$ cat config.mk
export PLATFORM = sky130hd
export DESIGN_NAME = serial_adder
export DESIGN_NICKNAME = d
export VERILOG_FILES = /design/src/rtl/serial_adder.sv
export SDC_FILE = /design/constraint.sdc
export NUM_CORES = 1
export LEC_CHECK = 0
export CAP_MARGIN = 30
export CORE_MARGIN = 2
export CORE_UTILIZATION = 30
export DETAILED_ROUTE_END_ITERATION = 8
export GPL_ROUTABILITY_DRIVEN = 0
export SLEW_MARGIN = 15
export SYNTH_ARGS = -nofsm -noshare
export SYNTH_HDL_FRONTEND = slang
export SYNTH_SLANG_ARGS = --single-unit
$ cat constraint.sdc
create_clock -name clk -period 1.5 [get_ports clk]
set_clock_uncertainty 0.05 [all_clocks]
set_input_delay 0.225 -clock clk [delete_from_list [all_inputs] [get_ports clk]]
set_output_delay 0.225 -clock clk [all_outputs]
set_load 0.02 [all_outputs]
$ cat src/rtl/serial_adder.sv
// serial_adder: bit-serial W-bit adder using one full-adder cell and a carry flop.
// Operands are captured on start, added LSB-first one bit per clock, result held after done.
module serial_adder #(
   parameter int W = 4
) (
   input  logic         clk,
   input  logic         rst,
   input  logic         start,
   input  logic [W-1:0] a,
   input  logic [W-1:0] b,
   input  logic         cin,
   output logic         busy,
   output logic         done,
   output logic [W-1:0] sum,
   output logic         cout
);
   localparam int CW = (W > 1) ? $clog2(W) : 1;
   typedef enum logic [1:0] {IDLE, SHIFT, DONE} state_t;
   state_t state_q, state_d;
   logic [W-1:0] a_q, a_d, b_q, b_d, sum_q, sum_d;
   logic [CW-1:0] cnt_q, cnt_d;
   logic c_q, c_d, cout_q, cout_d;
   logic s, cy;
   logic [W:0] sh;
   always_ff @(posedge clk) begin
      if (rst) begin
         state_q <= IDLE;
         a_q     <= '0;
         b_q     <= '0;
         sum_q   <= '0;
         cnt_q   <= '0;
         c_q     <= 1'b0;
         cout_q  <= 1'b0;
      end else begin
         state_q <= state_d;
         a_q     <= a_d;
         b_q     <= b_d;
         sum_q   <= sum_d;
         cnt_q   <= cnt_d;
         c_q     <= c_d;
         cout_q  <= cout_d;
      end
   end
   always_comb begin
      state_d = state_q;
      a_d     = a_q;
      b_d     = b_q;
      sum_d   = sum_q;
      cnt_d   = cnt_q;
      c_d     = c_q;
      cout_d  = cout_q;
      s       = a_q[0] ^ b_q[0] ^ c_q;
      cy      = (a_q[0] & b_q[0]) | (c_q & (a_q[0] ^ b_q[0]));
      sh      = {s, sum_q};
      case (state_q)
         IDLE: if (start) begin
            state_d = SHIFT;
            a_d     = a;
            b_d     = b;
            c_d     = cin;
            cnt_d   = '0;
            sum_d   = '0;
         end
         SHIFT: begin
            sum_d = sh[W:1];
            a_d   = a_q >> 1;
            b_d   = b_q >> 1;
            c_d   = cy;
            cnt_d = cnt_q + CW'(1);
            if (cnt_q == CW'(W - 1)) begin
               state_d = DONE;
               cout_d  = cy;
            end
         end
         default: state_d = IDLE;
      endcase
   end
   assign busy = (state_q == SHIFT);
   assign done = (state_q == DONE);
   assign sum  = sum_q;
   assign cout = cout_q;
endmodule

Word-level counts from Yosys, hierarchy flattened
Index checks and enable logic that the tools add are counted.
{"block": "op_classes", "mux": 13, "n_reduce_logical": 5, "n_eq_ne": 5, "addsub": 1, "bitwise_logic": 5}
{"op": "$pmux 4 s2", "n": 3}
{"op": "$mux 4", "n": 3}
{"op": "$pmux 2 s2", "n": 2}
{"op": "$mux 2", "n": 3}
{"op": "$reduce_and 2->1", "n": 3}
{"op": "$eq 2x2->1 const B", "n": 2}
{"op": "$add 2x1->2 const B", "n": 1}
{"op": "$and 1x1->1", "n": 2}
{"op": "$eq 2x1->1 const B", "n": 1}
{"op": "$logic_not 2->1", "n": 1}
{"op": "$ne 2x1->1 const B", "n": 1}
{"op": "$ne 2x2->1 const B", "n": 1}
{"op": "$pmux 1 s2", "n": 1}
{"op": "$reduce_bool 2->1", "n": 1}
{"op": "$xor 1x1->1", "n": 2}
{"op": "$mux 1", "n": 1}
{"op": "$or 1x1->1", "n": 1}
{"block": "totals", "elab_cells": 36, "in_bits": 12, "output_inout_bits": 7, "reg_bits": 18}

Logic depth before layout (Yosys ltp)
{"block": "logic_depth", "depth_word": 4, "depth_mapped": 4, "mapped_depth_nobuf": 4}

Worst setup path before layout
Ideal clock, no wire load.
{"block": "synth_path", "path_type": "register to register", "from": "reg a_q[0]", "to": "reg c_q", "path_stages_with_launch": 5, "synth_period_minus_slack_ps": 1276, "setup_time_ps": 70, "setup_slack_ps": 224, "path_buffers": 0, "t_arrival_ps": 1157, "required_time_ps": 1380, "path_cell_list": "dfxtp_1 -> inv_1 -> fa_1 -> a221o_1 -> a21oi_1"}
{"block": "synth_between", "elab_chain_cells": 4, "word_cells_on_any_way": 5, "cone_classes": "1 x mux; 4 x bitwise"}
{"item": "start, declared", "line": "20", "rtl": "logic [W-1:0] a_q, a_d, b_q, b_d, sum_q, sum_d;"}
{"item": "start signal, assigned", "line": "28", "rtl": "a_q <= '0;"}
{"item": "start signal, assigned", "line": "36", "rtl": "a_q <= a_d;"}
{"item": "$xor 1x1->1", "line": "53", "rtl": "cy = (a_q[0] & b_q[0]) | (c_q & (a_q[0] ^ b_q[0]));"}
{"item": "$and 1x1->1", "line": "53"}
{"item": "$or 1x1->1 *", "line": "53"}
{"item": "$pmux 1 s2 *", "line": "55", "rtl": "case (state_q)"}
{"item": "end signal, assigned", "line": "32", "rtl": "c_q <= 1'b0;"}
{"item": "end signal, assigned", "line": "40", "rtl": "c_q <= c_d;"}
{"item": "end, declared", "line": "22", "rtl": "logic c_q, c_d, cout_q, cout_d;"}
Every way passes the cells marked *; elsewhere a longest branch is shown, timed or not.
A chain may end at the register's enable or synchronous reset.

Worst setup path after layout
{"block": "layout_path", "from": "reg state_q[1]", "to": "out busy"}
{"block": "layout_between", "elab_chain_cells": 1}
{"item": "start, declared", "line": "19", "rtl": "state_t state_q, state_d;"}
{"item": "start signal, assigned", "line": "35", "rtl": "state_q <= state_d;"}
{"item": "$eq 2x1->1", "line": "78", "rtl": "assign busy = (state_q == SHIFT);"}
{"item": "end, declared", "line": "12", "rtl": "output logic busy,"}
No other way between the ends.

==> flow_summary.json <==
{
  "io_buffer_count": 18,
  "grtUsageTotal_pct": 14.3,
  "ys_seq_area_share_pct": 46.3,
  "synth.net_count": 97,
  "reg2reg_from": "a_q[0]",
  "rows": 18,
  "final_cell_area_sq_um": 1100,
  "pre_cts_ws_ps": 5.80,
  "path_class": "register to output port",
  "fin_ws_ps": 71.3,
  "r2r_setup_slack_ps": 110,
  "drc_errors": 0,
  "pwr_density_cell_nw_per_um2": 927,
  "antenna_found_initial": 0,
  "dpl.hpwl_mm": 1.28,
  "clk_latency_ps": 300,
  "cts_tree": "done",
  "p_int_uw": 760,
  "cts_setup_buffers": 0,
  "num-nets-final": 127,
  "clk_root_buffer_cell": "clkbuf_4",
  "coreArea_sq_um": 2480,
  "synthFlopType": "dfxtp_1",
  "hold_path.class": "register to register",
  "syn_inst": 83,
  "p_total_mw": 1.02,
  "hold_buffers": 0,
  "viasPerCell": 4.88,
  "syn_area_sq_um": 778,
  "num_vias": 693,
  "fin_util_pct": 44.3,
  "irDropWorstVdd_mv": 0.555,
  "grt_pass1_wl_mm": 3.01,
  "layout-drive-gt1-share_pct": 17.0,
  "worstHoldPathCells": 2,
  "whs_ps": 432,
  "clockBufferDepth": 2,
  "grt_pass1_vias": 681,
  "diodes": 0,
  "die_area_sq_um": 3020,
  "slew_headroom_pct": 83.4,
  "ys_ff_latch": 18,
  "setup_viol": 0,
  "postSynthAreaPerCell_sq_um": 9.38,
  "start_kind": "register",
  "clk_pin_slew_ps": 110,
  "fmax_mhz": 700,
  "min_from": "b_q[3]",
  "required_ps": 1220,
  "die_w_microns": 54.9,
  "h-tree-depth": 1,
  "post-place-cells": 138,
  "power_switching_share_pct": 25.4,
  "leakagePower_nw": 0.481,
  "grt_max_degree": 12,
  "synth_cell_type_count": 27,
  "cts_sinks": 18,
  "postRouteAntennaNets": 0,
  "reg2reg_to": "c_q",
  "r2r_cells": 4,
  "start_util_pct": 31.4,
  "cp.arrival_ps": 1150,
  "min_to": "b_q[3]",
  "synth-edff-count": 0,
  "setup_tns_ps": 0,
  "critPathCaptureType": "output port",
  "status": "completed",
  "cts_made_buffers": 3,
  "crit_start": "state_q[1]",
  "dpl_cell_area_sq_um": 1070,
  "ys_async_sr_fraction_pct": 0,
  "final.min_clock_period_ps": 1430,
  "synth_warnings": 0,
  "maxCapViolations": 0,
  "synthToLayoutAreaGrowth_pct": 41.0,
  "cp_max_fo": 4,
  "worst_pin_slew_ps": 249,
  "routed_wl_mm": 1.80,
  "grt_setup_unrepaired": "no",
  "switching_power_uw": 258,
  "first_pass_iters": 4,
  "final_cell_mix": "dfxtp_1 (16), nor2_1 (14), clkdlybuf4s50_1 (11), buf_4 (10), dlygate4sd2_1 (7)",
  "hold_viol_final": 0,
  "die_y_microns": 54.9,
  "clkPwrFrac_pct": 29.5,
  "grt_overflow": 0,
  "dr.first_iter.drc_count": 14,
  "combPwrFrac_pct": 18.9,
  "fin_cells": 142,
  "slew_violations": 0,
  "routedWlPerCell_microns": 12.6,
  "seqPwrFrac_pct": 51.6,
  "io_pins": 19,
  "final_common_cell": "dfxtp_1",
  "fin_crit_sh_pct": 95.2,
  "fill_cells": 263
}
-- flip-flops by register name, summed over array words and instances, names as in the netlist --
name / count
a_q: 4
b_q: 4
c_q: 1
cnt_q: 2
cout: 1
state_q: 2
sum: 4
-- final cells by class --
cell class	count	area (sq um)	share of cell area, %
tap	30	37.5	3.42
inverter	7	28.8	2.62
multi-input combinational	54	365	33.3
timing repair buffer	29	267	24.3
sequential	18	363	33.1
clock buffer	4	36.3	3.31
-- how the worst max path moves through the flow --
stage,endpoint,slack (ps),depth (start not counted)
after CTS,busy,30,3
after floorplan,c_q,220,4
after detailed placement,sum[1],6,6
final,busy,70,3
after global routing,busy,20,3
after global placement,sum[0],20,6
-- routing by layer --
| layer | share of wire, % | global-route usage, % | up-vias |
|---|---|---|---|
| met2 | 43 | 22.6 | 25 |
| met1 | 47 | 18.0 | 318 |
| li1 | - | - | 348 |
| met5 | 0 | 0 | - |
| met3 | 8.3 | 5.91 | 2 |
| met4 | 0.78 | 3.66 | 0 |
-- power groups by stage --
stage / Combinational [mW] / Clock [mW] / Sequential, mW
2_1_floorplan: 0.104 / 0 / 0.536
3_3_place_gp: 0.192 / 0 / 0.535
3_5_place_dp: 0.196 / 0 / 0.535
4_1_cts: 0.195 / 0.313 / 0.525
5_1_grt: 0.213 / 0.336 / 0.530
6_report: 0.193 / 0.300 / 0.525
-- critical path, cell delays in order (launching register included) --
cell and delay [ps]:
dfxtp_2 350, nand2b_4 150, inv_4 50, dlygate4sd2_1 320
-- logic make-up (layout without fill, tap and decap cells) --
logic type / count (synthesis) / after routing / share of synthesized area (%)
AND/OR/NAND/NOR: 22 / 22 / 13.5
adder cells (fa/ha/maj): 2 / 2 / 4.18
flip-flops: 18 / 18 / 46.3
buffers and inverters: 11 / 40 / 6.75
multiplexers: 6 / 6 / 7.72
AO/OA/AOI/OAI: 24 / 24 / 21.5
-- cells in the mapped netlist, types with 2 or more instances --
cell type,count,area share (%)
a211oi_1,5,4.8
a21oi_1,6,3.9
a22oi_1,4,3.9
a2bb2oi_1,2,2.3
dfxtp_1,18,46
inv_1,6,2.9
mux2i_1,6,7.7
nand3_1,2,1.3
nor2_1,14,6.8
nor2b_1,2,1.6
o21ai_0,2,1.3
-- repair_timing --
item | in CTS | in global routing
endpoints found under the setup margin | 7 | 2
resized for setup | 8 | 1
pin swaps | 0 | 0
Note: power is estimated with default switching activity, not from simulation.
